[src/rtl/mc8051_agu_if.sv]
// Request/beat bundle between the mc8051 pipeline and its address generation unit.
// master = pipeline side, slave = AGU side.
interface mc8051_agu_if #(
  parameter int ADDR_W = 16,
  parameter int BL_W   = 3
);
  logic              i_req_valid;
  logic              o_req_ready;
  logic [3:0]        i_mode;
  logic [BL_W-1:0]   i_burst_len;
  logic              i_flush;
  logic [7:0]        i_pch;
  logic [7:0]        i_pcl;
  logic [7:0]        i_dph;
  logic [7:0]        i_dpl;
  logic [7:0]        i_acc;
  logic [7:0]        i_sp;
  logic [7:0]        i_psw;
  logic [7:0]        i_sx_0;
  logic [7:0]        i_s1_instr_buffer;
  logic [7:0]        i_s2_data_buffer;
  logic [7:0]        i_s3_data_buffer;
  logic [ADDR_W-1:0] o_addr;
  logic              o_addr_valid;
  logic              i_addr_ready;
  logic              o_addr_last;
  logic [2:0]        o_bit_idx;
  logic              o_is_sfr;
  logic              o_mode_err;

  modport master (
    output i_req_valid, i_mode, i_burst_len, i_flush,
           i_pch, i_pcl, i_dph, i_dpl, i_acc, i_sp, i_psw, i_sx_0,
           i_s1_instr_buffer, i_s2_data_buffer, i_s3_data_buffer, i_addr_ready,
    input  o_req_ready, o_addr, o_addr_valid, o_addr_last, o_bit_idx, o_is_sfr, o_mode_err
  );

  modport slave (
    input  i_req_valid, i_mode, i_burst_len, i_flush,
           i_pch, i_pcl, i_dph, i_dpl, i_acc, i_sp, i_psw, i_sx_0,
           i_s1_instr_buffer, i_s2_data_buffer, i_s3_data_buffer, i_addr_ready,
    output o_req_ready, o_addr, o_addr_valid, o_addr_last, o_bit_idx, o_is_sfr, o_mode_err
  );
endinterface

[src/rtl/mc8051_agu.sv]
// Address generation unit: samples operand sources on request, computes the mode's
// base address and streams 1..MAX_BURST consecutive beat addresses.
//
//   state   | meaning
//   S_IDLE  | waiting for a request, o_req_ready high
//   S_BURST | presenting beats, o_addr_valid high
module mc8051_agu #(
  parameter int ADDR_W    = 16,
  parameter int BL_W      = 3,
  parameter int MAX_BURST = 4
) (
  input logic         i_mcu_clk,
  input logic         i_mcu_resetn,
  mc8051_agu_if.slave agu
);

  typedef enum logic {S_IDLE, S_BURST} state_t;

  state_t            state, state_nxt;
  logic              accept, reserved, burst_start, beat_take;
  logic              byte_mode_d, byte_mode_q;
  logic [BL_W-1:0]   len_eff, remaining_q;
  logic [7:0]        rb, byte_base, byte_inc;
  logic [15:0]       wide_base;
  logic [ADDR_W-1:0] base_addr, addr_inc;
  logic [2:0]        bit_idx_d;
  logic              is_sfr_d;
  logic              unused_bits;

  assign unused_bits = ^{agu.i_psw[7:5], agu.i_psw[2:0], agu.i_s1_instr_buffer[7:3]};

  assign reserved    = (agu.i_mode >= 4'd14);
  assign accept      = agu.i_req_valid & agu.o_req_ready & ~agu.i_flush;
  assign burst_start = accept & ~reserved;
  assign beat_take   = (state == S_BURST) & agu.i_addr_ready & ~agu.i_flush;

  always_comb begin
    rb          = {1'b0, agu.i_psw[4:3], 5'b0} >> 2;
    byte_base   = 8'h00;
    wide_base   = 16'h0000;
    byte_mode_d = 1'b1;
    bit_idx_d   = 3'd0;
    is_sfr_d    = 1'b0;
    case (agu.i_mode)
      4'd0: byte_base = rb + {5'b0, agu.i_s1_instr_buffer[2:0]};
      4'd1: byte_base = rb + {7'b0, agu.i_s1_instr_buffer[0]};
      4'd2: begin byte_mode_d = 1'b0; wide_base = {agu.i_pch, agu.i_pcl}; end
      4'd3: begin byte_mode_d = 1'b0; wide_base = {agu.i_s3_data_buffer, agu.i_s2_data_buffer}; end
      4'd4: byte_base = agu.i_s2_data_buffer;
      4'd5: byte_base = agu.i_s3_data_buffer;
      4'd6: begin byte_mode_d = 1'b0; wide_base = {agu.i_dph, agu.i_dpl}; end
      4'd7: begin byte_mode_d = 1'b0; wide_base = {agu.i_dph, agu.i_dpl} + {8'h00, agu.i_acc}; end
      4'd8: begin byte_mode_d = 1'b0; wide_base = {agu.i_pch, agu.i_pcl} + {8'h00, agu.i_acc}; end
      4'd9: begin
        // Bit-addressable RAM lives at 0x20..0x2F; SFR bits map onto 8-aligned SFRs.
        bit_idx_d = agu.i_s2_data_buffer[2:0];
        is_sfr_d  = agu.i_s2_data_buffer[7];
        byte_base = agu.i_s2_data_buffer[7] ? {agu.i_s2_data_buffer[7:3], 3'b000}
                                            : 8'h20 + {4'h0, agu.i_s2_data_buffer[6:3]};
      end
      4'd10: byte_base = agu.i_sx_0;
      4'd11: byte_base = agu.i_sp;
      4'd12: byte_base = agu.i_sp + 8'd1;
      4'd13: byte_base = agu.i_sp - 8'd1;
      default: ;
    endcase
    base_addr = byte_mode_d ? ADDR_W'(byte_base) : ADDR_W'(wide_base);
  end

  always_comb begin
    len_eff = agu.i_burst_len;
    if (len_eff == '0)
      len_eff = BL_W'(1);
    else if (len_eff > BL_W'(MAX_BURST))
      len_eff = BL_W'(MAX_BURST);
    if (agu.i_mode == 4'd9 || agu.i_mode == 4'd13)
      len_eff = BL_W'(1);
  end

  // Byte-space bursts wrap inside the 8-bit space, upper address bits stay zero.
  assign byte_inc = agu.o_addr[7:0] + 8'd1;
  assign addr_inc = byte_mode_q ? ADDR_W'(byte_inc) : agu.o_addr + ADDR_W'(1);

  always_ff @(posedge i_mcu_clk or negedge i_mcu_resetn) begin
    if (!i_mcu_resetn)
      state <= S_IDLE;
    else
      state <= state_nxt;
  end

  always_comb begin
    state_nxt = state;
    if (agu.i_flush)
      state_nxt = S_IDLE;
    else begin
      case (state)
        S_IDLE:  if (burst_start) state_nxt = S_BURST;
        S_BURST: if (beat_take && remaining_q == '0) state_nxt = S_IDLE;
        default: state_nxt = S_IDLE;
      endcase
    end
  end

  always_comb begin
    agu.o_req_ready  = (state == S_IDLE);
    agu.o_addr_valid = (state == S_BURST);
  end

  always_ff @(posedge i_mcu_clk or negedge i_mcu_resetn) begin
    if (!i_mcu_resetn) begin
      agu.o_addr      <= '0;
      agu.o_addr_last <= 1'b0;
      agu.o_bit_idx   <= 3'd0;
      agu.o_is_sfr    <= 1'b0;
      agu.o_mode_err  <= 1'b0;
      byte_mode_q     <= 1'b0;
      remaining_q     <= '0;
    end else begin
      agu.o_mode_err <= accept & reserved;
      if (agu.i_flush) begin
        agu.o_addr_last <= 1'b0;
      end else if (burst_start) begin
        agu.o_addr      <= base_addr;
        agu.o_addr_last <= (len_eff == BL_W'(1));
        agu.o_bit_idx   <= bit_idx_d;
        agu.o_is_sfr    <= is_sfr_d;
        byte_mode_q     <= byte_mode_d;
        remaining_q     <= len_eff - BL_W'(1);
      end else if (beat_take) begin
        if (remaining_q == '0) begin
          agu.o_addr_last <= 1'b0;
        end else begin
          agu.o_addr      <= addr_inc;
          agu.o_addr_last <= (remaining_q == BL_W'(1));
          remaining_q     <= remaining_q - BL_W'(1);
        end
      end
    end
  end

endmodule

[src/flat_wrapper.sv]
// flat-port wrapper written by rule: the top's interface ports become plain ports
module mc8051_agu_flat 
#(
  parameter int ADDR_W    = 16,
  parameter int BL_W      = 3,
  parameter int MAX_BURST = 4
)
  (i_mcu_clk, i_mcu_resetn, agu_i_req_valid, agu_i_mode, agu_i_burst_len, agu_i_flush, agu_i_pch, agu_i_pcl, agu_i_dph, agu_i_dpl, agu_i_acc, agu_i_sp, agu_i_psw, agu_i_sx_0, agu_i_s1_instr_buffer, agu_i_s2_data_buffer, agu_i_s3_data_buffer, agu_i_addr_ready, agu_o_req_ready, agu_o_addr, agu_o_addr_valid, agu_o_addr_last, agu_o_bit_idx, agu_o_is_sfr, agu_o_mode_err);
  mc8051_agu_if #(.ADDR_W(ADDR_W), .BL_W(BL_W)) agu_i ();
  input logic i_mcu_clk;
  input logic i_mcu_resetn;
  input wire logic [$bits(agu_i.i_req_valid)-1:0] agu_i_req_valid;
  input wire logic [$bits(agu_i.i_mode)-1:0] agu_i_mode;
  input wire logic [$bits(agu_i.i_burst_len)-1:0] agu_i_burst_len;
  input wire logic [$bits(agu_i.i_flush)-1:0] agu_i_flush;
  input wire logic [$bits(agu_i.i_pch)-1:0] agu_i_pch;
  input wire logic [$bits(agu_i.i_pcl)-1:0] agu_i_pcl;
  input wire logic [$bits(agu_i.i_dph)-1:0] agu_i_dph;
  input wire logic [$bits(agu_i.i_dpl)-1:0] agu_i_dpl;
  input wire logic [$bits(agu_i.i_acc)-1:0] agu_i_acc;
  input wire logic [$bits(agu_i.i_sp)-1:0] agu_i_sp;
  input wire logic [$bits(agu_i.i_psw)-1:0] agu_i_psw;
  input wire logic [$bits(agu_i.i_sx_0)-1:0] agu_i_sx_0;
  input wire logic [$bits(agu_i.i_s1_instr_buffer)-1:0] agu_i_s1_instr_buffer;
  input wire logic [$bits(agu_i.i_s2_data_buffer)-1:0] agu_i_s2_data_buffer;
  input wire logic [$bits(agu_i.i_s3_data_buffer)-1:0] agu_i_s3_data_buffer;
  input wire logic [$bits(agu_i.i_addr_ready)-1:0] agu_i_addr_ready;
  output wire logic [$bits(agu_i.o_req_ready)-1:0] agu_o_req_ready;
  output wire logic [$bits(agu_i.o_addr)-1:0] agu_o_addr;
  output wire logic [$bits(agu_i.o_addr_valid)-1:0] agu_o_addr_valid;
  output wire logic [$bits(agu_i.o_addr_last)-1:0] agu_o_addr_last;
  output wire logic [$bits(agu_i.o_bit_idx)-1:0] agu_o_bit_idx;
  output wire logic [$bits(agu_i.o_is_sfr)-1:0] agu_o_is_sfr;
  output wire logic [$bits(agu_i.o_mode_err)-1:0] agu_o_mode_err;
  assign agu_i.i_req_valid = agu_i_req_valid;
  assign agu_i.i_mode = agu_i_mode;
  assign agu_i.i_burst_len = agu_i_burst_len;
  assign agu_i.i_flush = agu_i_flush;
  assign agu_i.i_pch = agu_i_pch;
  assign agu_i.i_pcl = agu_i_pcl;
  assign agu_i.i_dph = agu_i_dph;
  assign agu_i.i_dpl = agu_i_dpl;
  assign agu_i.i_acc = agu_i_acc;
  assign agu_i.i_sp = agu_i_sp;
  assign agu_i.i_psw = agu_i_psw;
  assign agu_i.i_sx_0 = agu_i_sx_0;
  assign agu_i.i_s1_instr_buffer = agu_i_s1_instr_buffer;
  assign agu_i.i_s2_data_buffer = agu_i_s2_data_buffer;
  assign agu_i.i_s3_data_buffer = agu_i_s3_data_buffer;
  assign agu_i.i_addr_ready = agu_i_addr_ready;
  assign agu_o_req_ready = agu_i.o_req_ready;
  assign agu_o_addr = agu_i.o_addr;
  assign agu_o_addr_valid = agu_i.o_addr_valid;
  assign agu_o_addr_last = agu_i.o_addr_last;
  assign agu_o_bit_idx = agu_i.o_bit_idx;
  assign agu_o_is_sfr = agu_i.o_is_sfr;
  assign agu_o_mode_err = agu_i.o_mode_err;
  mc8051_agu #(.ADDR_W(ADDR_W), .BL_W(BL_W), .MAX_BURST(MAX_BURST)) u_core (.i_mcu_clk(i_mcu_clk), .i_mcu_resetn(i_mcu_resetn), .agu(agu_i));
endmodule
[config.mk]
export PLATFORM = sky130hd
export DESIGN_NAME = mc8051_agu_flat
export DESIGN_NICKNAME = d
export VERILOG_FILES = /design/src/rtl/mc8051_agu_if.sv /design/src/rtl/mc8051_agu.sv /design/src/flat_wrapper.sv
export SDC_FILE = /design/constraint.sdc
export NUM_CORES = 1
export LEC_CHECK = 0
export CAP_MARGIN = 20
export CORE_ASPECT_RATIO = 0.6
export CORE_MARGIN = 3
export CORE_UTILIZATION = 30
export CTS_CLUSTER_SIZE = 24
export DETAILED_ROUTE_END_ITERATION = 8
export MAX_ROUTING_LAYER = met4
export SKIP_CTS_REPAIR_TIMING = 1
export SLEW_MARGIN = 20
export SYNTH_ARGS = -nofsm -noshare
export SYNTH_HDL_FRONTEND = slang
export SYNTH_SLANG_ARGS = --single-unit
[constraint.sdc]
create_clock -name i_mcu_clk -period 2.85 [get_ports i_mcu_clk]
set_clock_uncertainty 0.15 [all_clocks]
set_input_delay 0.57 -clock i_mcu_clk [delete_from_list [all_inputs] [get_ports i_mcu_clk]]
set_output_delay 0.57 -clock i_mcu_clk [all_outputs]
set_load 0.005 [all_outputs]
==> results of run 1 <==
-- power by group through the flow --
stage / registers [W] / logic (W) / clock network [W]
final: 0.000560 / 0.00104 / 0.000355
after global routing: 0.000575 / 0.00113 / 0.000378
after CTS: 0.000558 / 0.000935 / 0.000363
after detailed placement: 0.000565 / 0.000928 / 0
after global placement: 0.000563 / 0.000926 / 0
after floorplan: 0.000540 / 0.000428 / 0
-- state kept, by name (all words and copies together) (netlist names) --
name / flops
u_core.agu.o_bit_idx: 3
u_core.agu.o_addr: 16
u_core.agu.o_addr_valid: 1
u_core.agu.o_mode_err: 1
u_core.byte_mode_q: 1
u_core.remaining_q: 3
u_core.agu.o_is_sfr: 1
u_core.agu.o_addr_last: 1
-- Yosys cell counts, types with 3 or more instances --
cell type and count:
dfrtp_1 27, nand2b_1 3, a21oi_1 31, mux2_2 12
or3_1 3, nand2_1 49, a221oi_1 6, nor2b_1 7
inv_1 13, nor2_1 36, o21ai_0 18, a221o_1 3
o21ai_1 10, buf_2 11, and3_1 3, and2_1 4
o221ai_1 3, xnor2_1 16, a22oi_1 10, a31oi_1 9
nand3_1 19, ha_1 22, nand4_1 5, nand3b_1 5
clkbuf_1 5, o211ai_1 5, nor3_1 8, xor2_1 10
nor3b_1 9, mux2i_1 12, buf_6 4, and3b_1 4
nor4b_1 3, a222oi_1 14, buf_1 3, a211oi_1 5
o22ai_1 3
-- final cells by class --
class | instances | share of cell area, %
inverters | 13 | 0.8132
repair buffers | 216 | 32.55
flip-flops and latches | 27 | 11.26
multi-input cells | 384 | 50.65
clock inverters | 1 | 0.1460
well taps | 160 | 3.336
clock buffers | 3 | 1.251
-- kinds of logic (layout without fill, tap and decap cells) --
family | after synthesis | count (layout)
adders and majority gates | 24 | 24
AOI/OAI and AO/OA | 140 | 140
muxes | 24 | 24
DFF | 27 | 27
and+or+nand+nor | 170 | 170
xor gates and xnor gates | 26 | 26
buffers and inverters | 37 | 233
-- layer usage --
layer / track usage, % / wire [um] / vias up
li1: - / - / 2114
met1: 35.29 / 7535 / 2154
met2: 32.59 / 6443 / 215
met3: 6.520 / 1621 / 16
met4: 2.347 / 144 / 0
met5: - / 0 / -
-- metrics by stage --
stage / total power (W) / TNS [ps] / hold slack (ps) / utilization [%]
floorplan: 0.0009679 / -6955 / 124.4 / -
CTS: 0.001856 / -9135 / 347.8 / 48.54
global route: 0.002080 / -2638 / 383.7 / 52.42
detailed placement: 0.001493 / -13610 / 314.9 / 47.80
global placement: 0.001489 / -13430 / 315.6 / 47.80
finish: 0.001956 / -1233 / 339.1 / 52.42
-- critical path: stages --
cell and delay (ps):
buf_8 110, nor4b_4 250, buf_4 180, mux2_4 320
ha_4 170, inv_2 40, fa_2 200, nand3b_1 200
a211oi_4 90, buf_4 140, buf_6 110, or3_4 320
a21oi_2 160, o21ai_2 80, a31oi_1 160
-- final timing paths --
check / startpoint / slack (ps) / to / cells after the start
worst max-delay path: agu_i_mode[2] / -210 / u_core.agu.o_addr[8]$_DFFE_PN0P_ / 15
worst min-delay path: u_core.agu.o_bit_idx[1]$_DFFE_PN0P_ / 340 / u_core.agu.o_bit_idx[1]$_DFFE_PN0P_ / 2
worst max register to register: u_core.remaining_q[0]$_DFFE_PN0P_ / 560 / u_core.agu.o_addr[10]$_DFFE_PN0P_ / 9
worst min register to register: u_core.agu.o_bit_idx[1]$_DFFE_PN0P_ / 340 / u_core.agu.o_bit_idx[1]$_DFFE_PN0P_ / 2
max in group asynchronous: i_mcu_resetn / 1710 / u_core.agu.o_mode_err$_DFF_PN0_ / 2
min in group asynchronous: i_mcu_resetn / 550 / u_core.agu.o_addr[10]$_DFFE_PN0P_ / 2
==> impl_metrics.yaml, run 1 <==
synth:
  ys_ff_latch: 27
  yosys_most_used_dff: "dfrtp_1"
  yosysTopAreaCell: "dfrtp_1"
  synthMuxAreaShare_pct: 7.178
  syn_nets: 572
  synth_top_family_by_area: "compound AO/OA/AOI/OAI gates"
  synth_area_sq_um: 3556
  async_flop_share_pct: 100.0
  synth_compound_area_share_pct: 27.41
  yosys_warnings: 0
  yosys.cell_types.count: 68
  synthXorXnorAreaFrac_pct: 6.404
  synth_area_leaders: "dfrtp_1 19%, ha_1 7.7%, nand2_1 5.2%, a21oi_1 4.4%, a222oi_1 3.9%"
  avgSynthCellArea_sq_um: 7.937
  yosys.area_share.adder_pct: 8.867
  ys_seq_area_share_pct: 19.00
  synth_top_area_share_pct: 19.00
  synth_edf_count: 0
  synth_simple_gate_area_share_pct: 25.90
  syn_inst: 448
timing:
  rsz0062_at_grt: "true"
  timing.final.max_slew_violations: 0
  setup_slack_ps: -208.0
  setup_viol: 11
  worstMarginPinSlew_ps: 536.2
  period_share_pct: 107.3
  maxSlewHeadroom_pct: 63.98
  fin_crit_ps: 3058
  finalHoldViolCount: 0
  max_freq_ghz: 0.3270
cells_and_area:
  fin_cells: 804
  nFillCells: 1080
  multiInputGateArea_sq_um: 3039
  antenna_cells: 0
  final_nets: 769
  postLayoutCellArea_sq_um: 6001
  area_delta_synth_final_pct: 68.75
  final_common_cell: "clkdlybuf4s50_1"
  most-common-layout-cells: "108 x clkdlybuf4s50_1, 98 x buf_4, 47 x nand2_1"
  seqCellArea_sq_um: 675.6
  layout-drive-gt1-share_pct: 28.42
cts:
  cts_root_buf: "clkbuf_16"
  clock_latency_ps: 280
  cts_tree: "yes"
  clock_path_buffers: 2
  h-tree-depth: 1
  cts_num_sinks: 27
  path_clk_slew_ps: 80
  cts_buffers: 3
die:
  initial_core_util_pct: 31.06
  core_sq_um: 11450
  rows: 30
  die_y_um: 90.33
  die_w_um: 146.6
  io-pin-count: 124
  die-area_sq_um: 13240
power_and_ir_drop:
  ir_drop_mv: 0.2746
  power.density_nw_per_um2: 325.9
  leakagePower_nw: 2.386
  p_clk_share_pct: 18.1
  power.share.switching_pct: 37.56
  comb_power_share_pct: 53.2
  p_int_w: 0.001221
  power_frac_seq_pct: 28.6
  switchingPower_w: 0.0007345
worst_setup_path:
  critical_path_class: "primary input to register"
  cp.required_ps: 2900
  crit_arrival_ps: 3100
  critPathCaptureType: "register"
  path_max_fanout: 4
  cp-start-kind: "primary input"
global_route:
  grt_pass1_vias: 4353
  grtUsageTotal_pct: 23.62
  antenna_found_initial: 0
  grt_pass1_wl_um: 24320
  grt_max_degree: 31
  grt.overflow.total: 0
detailed_routing:
  avgViaCountPerCell: 5.596
  routed_wl_um: 15740
  dr.pass1.iters: 7
  first_iter_violations: 516
  final_antenna_net_count: 0
  wl_per_cell_um: 19.58
  drc: 0
  vias: 4499
place:
  dpl.hpwl_um: 12820
  post-place-ws_ps: -1070
  placed_area_sq_um: 5473
  place.gp.congestion: 0.9058
  dp_cells: 790
  port_buffers: 112
outcome:
  violations: "setup timing"
  status: "finished with violations"
worst_hold_path:
  hold_class: "register to register"
job:
  max_cap_violations: 0
No activity file was read; power rests on OpenSTA's default activity.
==> run 2: changes to the inputs <==
--- a/config.mk
+++ b/config.mk
@@ -9,6 +9,7 @@
 export CORE_ASPECT_RATIO = 0.6
 export CORE_MARGIN = 3
 export CORE_UTILIZATION = 30
+export CTS_BUF_LIST = sky130_fd_sc_hd__clkbuf_8
 export CTS_CLUSTER_SIZE = 24
 export DETAILED_ROUTE_END_ITERATION = 8
 export MAX_ROUTING_LAYER = met4
==> impl_metrics.yaml, run 2 (synthesis gave the netlist of run 1 again) <==
outcome:
  status: "finished with violations"
  violations: "setup timing"
worst_setup_path:
  critical_path_class: "primary input to register"
  cp.required_ps: 2920
  cp-start-kind: "primary input"
  cp_slowest_cell: "or3_4"
  critPathCaptureType: "register"
  crit_chain: "buf_8 > nor4b_4 > buf_4 > buf_6 > buf_4 > mux2_4 > ha_4 > nand2_4 > buf_4 > a211oi_4 > buf_4 > buf_6 > or3_4 > a21oi_2 > o21ai_2 > a31oi_1"
  cp_common_cell: "buf_4"
  slowest_delay_ps: 320
  path_max_fanout: 6
  crit_arrival_ps: 3110
place:
  dpl.hpwl_um: 12820
  placed_area_sq_um: 5473
  port_buffers: 112
  place.gp.congestion: 0.9058
power_and_ir_drop:
  power.density_nw_per_um2: 312.0
  p_total_w: 0.001817
  leakagePower_nw: 2.327
  ir_drop_mv: 0.2049
detailed_routing:
  drc: 0
  met1Wirelength_um: 7315
  first_iter_violations: 556
  avgViaCountPerCell: 5.576
  wl_per_cell_um: 19.40
  routed_wl_um: 15540
  vias: 4466
  highest_layer: "met4"
  wl_met3_um: 1676
  route.met2.wl_um: 6397
  final_antenna_net_count: 0
  dr.pass1.iters: 6
global_route:
  grt.overflow.total: 0
  grt_pass1_vias: 4340
  grt_pass1_wl_um: 24230
  grt_max_degree: 31
  antenna_found_initial: 0
  grtUsageTotal_pct: 23.52
cells_and_area:
  largestRegisters: "u_core.agu.o_addr: 16 flops, u_core.agu.o_bit_idx: 3 flops, u_core.remaining_q: 3 flops"
  largest_reg_flops: 16
  final_nets: 766
  antenna_cells: 0
  postLayoutCellArea_sq_um: 5824
  registers.top_by_ff_count: "u_core.agu.o_addr"
  final_common_cell: "clkdlybuf4s50_1"
  area_delta_synth_final_pct: 63.79
  most-common-layout-cells: "108 x clkdlybuf4s50_1, 97 x buf_4, 47 x nand2_1"
  post-route-util_pct: 50.87
  layout-drive-gt1-share_pct: 26.68
die:
  initial_core_util_pct: 31.06
  die-area_sq_um: 13240
  die_w_um: 146.6
  io-pin-count: 124
  core_sq_um: 11450
  rows: 30
  die_y_um: 90.33
cts:
  cts_buffers: 3
  cts_root_buf: "clkbuf_8"
  cts_tree: "yes"
  clock_latency_ps: 290
  h-tree-depth: 1
  clock_path_buffers: 2
  cts_num_sinks: 27
  path_clk_slew_ps: 110
timing:
  maxSlewHeadroom_pct: 63.58
  timing.final.max_slew_violations: 0
  setup_viol: 10
  fin_crit_ps: 3037
  period_share_pct: 106.6
  max_freq_ghz: 0.3292
  finalHoldViolCount: 0
  setup_slack_ps: -187.2
  worstMarginPinSlew_ps: 542.1
  rsz0062_at_grt: "true"
  tns_ps: -907.9
job:
  max_cap_violations: 0
worst_hold_path:
  hold_class: "register to register"
## run 2: where the power goes
group	total (W)	internal [W]	switching [W]
Clock	0.000250	0.000103	0.000147
Combinational	0.00101	0.000554	0.000455
Sequential	0.000559	0.000453	0.000106
Total	0.00182	0.00111	0.000707
## run 2: area by class of cell
| type | count | area [sq um] |
|---|---|---|
| Clock inverter | 1 | 8.758 |
| Inverter | 13 | 48.80 |
| Tap cell | 160 | 200.2 |
| Timing Repair Buffer | 213 | 1891 |
| Multi-Input combinational cell | 384 | 2959 |
| Sequential cell | 27 | 675.6 |
| Clock buffer | 3 | 41.29 |
| Fill cell | 1097 | 5624 |
## run 2: stage by stage
step                std cells  hold slack [ps]  setup WS [ps]
CTS                       794            356.5         -746.8
finish                    801            346.8         -187.2
detailed placement        790            314.9          -1070
global placement          790            315.6          -1059
floorplan                 448            124.4         -730.2
global route              801            393.4         -305.2
## run 2: worst paths after layout
kind,start,end,slack (ps),depth (start not counted)
worst min register to register,u_core.agu.o_bit_idx[1]$_DFFE_PN0P_,u_core.agu.o_bit_idx[1]$_DFFE_PN0P_,350,2
min in group asynchronous,i_mcu_resetn,u_core.agu.o_addr[10]$_DFFE_PN0P_,520,2
worst max register to register,u_core.remaining_q[0]$_DFFE_PN0P_,u_core.agu.o_addr[5]$_DFFE_PN0P_,510,8
worst min-delay path,u_core.agu.o_bit_idx[1]$_DFFE_PN0P_,u_core.agu.o_bit_idx[1]$_DFFE_PN0P_,350,2
max in group asynchronous,i_mcu_resetn,u_core.agu.o_mode_err$_DFF_PN0_,1740,2
worst max-delay path,agu_i_mode[2],u_core.agu.o_addr[8]$_DFFE_PN0P_,-190,16
## run 2: layer usage
metal	track usage, %	vias up
li1	-	2103
met3	6.770	14
met5	-	-
met1	35.11	2121
met4	1.878	0
met2	32.51	228
## run 2: critical path: cells and delay by family
| family | cells | cell delay [ps] |
|---|---|---|
| AND/OR/NAND/NOR | 3 | 640 |
| multiplexers | 1 | 300 |
| buffers and inverters | 7 | 890 |
| AO/OA/AOI/OAI | 4 | 430 |
| adder cells (fa/ha/maj) | 1 | 270 |
==> run 3: changes to the inputs <==
--- a/config.mk
+++ b/config.mk
@@ -13,7 +13,9 @@
 export CTS_CLUSTER_SIZE = 24
 export DETAILED_ROUTE_END_ITERATION = 8
 export MAX_ROUTING_LAYER = met4
+export PLACE_DENSITY_LB_ADDON = 0.15
 export SKIP_CTS_REPAIR_TIMING = 1
+export SKIP_LAST_GASP = 1
 export SLEW_MARGIN = 20
 export SYNTH_ARGS = -nofsm -noshare
 export SYNTH_HDL_FRONTEND = slang
==> impl_metrics.yaml, run 3 (synthesis gave the netlist of run 1 again) <==
global_route:
  grt_pass1_vias: 4348
  grtUsageTotal_pct: 23.18
  grt_pass1_wl_um: 23940
  grt.overflow.total: 0
  grt_max_degree: 31
  antenna_found_initial: 0
worst_setup_path:
  cp_slowest_cell: "mux2_2"
  cp-start-kind: "primary input"
  cp.required_ps: 2870
  cp_num_buf_inv: 4
  critPathCaptureType: "register"
  crit_chain: "buf_8 > nor4b_4 > buf_6 > mux2_2 > ha_4 > buf_4 > o211ai_1 > buf_4 > o21ai_0 > xnor2_1 > nor2_1 > a311o_1"
  crit_arrival_ps: 2990
  path_delay_family: "compound AO/OA/AOI/OAI gates"
  cp_common_cell: "buf_4"
  critical_path_class: "primary input to register"
  slowest_delay_ps: 370
  path_max_fanout: 5
cts:
  clock_path_buffers: 2
  cts_buffers: 3
  cts_tree: "yes"
  h-tree-depth: 1
  cts_num_sinks: 27
  path_clk_slew_ps: 100
  cts_root_buf: "clkbuf_8"
  clock_latency_ps: 290
job:
  max_cap_violations: 0
cells_and_area:
  antenna_cells: 0
  largest_reg_flops: 16
  fin_cells: 796
  registers.top_by_ff_count: "u_core.agu.o_addr"
  seqCellArea_sq_um: 675.6
  nFillCells: 1070
  final_common_cell: "clkdlybuf4s50_1"
  most-common-layout-cells: "108 x clkdlybuf4s50_1, 89 x buf_4, 48 x nand2_1"
  area_delta_synth_final_pct: 65.80
  multiInputGateArea_sq_um: 2992
  layout-drive-gt1-share_pct: 26.42
  final_nets: 761
  largestRegisters: "u_core.agu.o_addr: 16 flops, u_core.agu.o_bit_idx: 3 flops, u_core.remaining_q: 3 flops"
power_and_ir_drop:
  leakagePower_nw: 2.324
  ir_drop_mv: 0.2019
  power.density_nw_per_um2: 309.6
detailed_routing:
  route.met2.wl_um: 6541
  vias: 4432
  highest_layer: "met4"
  met1Wirelength_um: 7452
  avgViaCountPerCell: 5.568
  first_iter_violations: 532
  wl_per_cell_um: 20.01
  wl_met3_um: 1792
  dr.pass1.iters: 6
  routed_wl_um: 15930
  final_antenna_net_count: 0
  drc: 0
place:
  port_buffers: 112
  place.gp.congestion: 0.9382
  dpl.hpwl_um: 12770
  dp_cells: 783
  post-place-ws_ps: -1070
timing:
  timing.final.max_slew_violations: 0
  maxSlewHeadroom_pct: 56.62
  fin_crit_ps: 2962
  max_freq_ghz: 0.3376
  setup_viol: 10
  finalHoldViolCount: 0
  setup_slack_ps: -111.7
  period_share_pct: 103.9
  worstMarginPinSlew_ps: 647.7
  rsz0062_at_grt: "true"
worst_hold_path:
  hold_class: "register to register"
die:
  die_y_um: 90.33
  io-pin-count: 124
  initial_core_util_pct: 31.06
  rows: 30
  die_w_um: 146.6
  core_sq_um: 11450
  die-area_sq_um: 13240
outcome:
  status: "finished with violations"
  violations: "setup timing"
==> run 3: cell count changes in the layout (fill, tap and decap cells not counted), moves of 3 or more <==
cell / delta
a21oi_1: +4
a21oi_2: -3
buf_12: +4
buf_4: -8
ha_1: -4
ha_4: +3
==> run 3: worst paths after layout <==
check,depth (start not counted),from,end,slack (ps)
worst max-delay path,12,agu_i_mode[1],u_core.agu.o_addr[5]$_DFFE_PN0P_,-110
worst min-delay path,2,u_core.agu.o_bit_idx[1]$_DFFE_PN0P_,u_core.agu.o_bit_idx[1]$_DFFE_PN0P_,340
worst max register to register,8,u_core.remaining_q[0]$_DFFE_PN0P_,u_core.agu.o_addr[5]$_DFFE_PN0P_,430
worst min register to register,2,u_core.agu.o_bit_idx[1]$_DFFE_PN0P_,u_core.agu.o_bit_idx[1]$_DFFE_PN0P_,340
max in group asynchronous,2,i_mcu_resetn,u_core.agu.o_addr[14]$_DFFE_PN0P_,1780
min in group asynchronous,2,i_mcu_resetn,u_core.agu.o_addr[12]$_DFFE_PN0P_,500
==> run 3: layer usage <==
metal / vias to the layer above / GRT usage, %
met5: - / -
met2: 242 / 31.90
li1: 2095 / -
met4: 0 / 3.130
met1: 2077 / 33.66
met3: 18 / 7.623
==> run 3: report_power, final <==
group,internal (W),leakage (nW),switching (W)
sequential,0.000453,0.349,0.000101
combinational,0.000566,1.95,0.000470
clock,0.0000989,0.0255,0.000138
==> run 3: worst reg2reg max path, delay by kind of cell (launching register included) <==
kind            cells  cell delay [ps]
fa+ha+maj           1              210
xor+xnor            1              160
buf+inv             1               80
simple gates        3              780
flops               1              400
compound gates      2              530
==> run 3: through the flow <==
step	area (sq um)	power [W]	utilization (%)	TNS, ps	hold slack, ps
5_1_grt	5896	0.001940	51.50	-1895	376.4
6_report	5896	0.001826	51.50	-542.9	343.3
4_1_cts	5492	0.001735	47.97	-8449	342.8
3_3_place_gp	5445	0.001481	47.56	-12420	319.5
2_1_floorplan	3595	0.0009679	-	-6955	124.4
3_5_place_dp	5445	0.001494	47.56	-13240	314.4
==> run 3: final cells by class <==
type,instances,share of cell area [%]
Clock inverter,1,0.08489
Inverter,13,0.8277
Tap cell,160,3.396
Timing Repair Buffer,208,32.79
Clock buffer,3,0.7003
Multi-Input combinational cell,384,50.74
Sequential cell,27,11.46
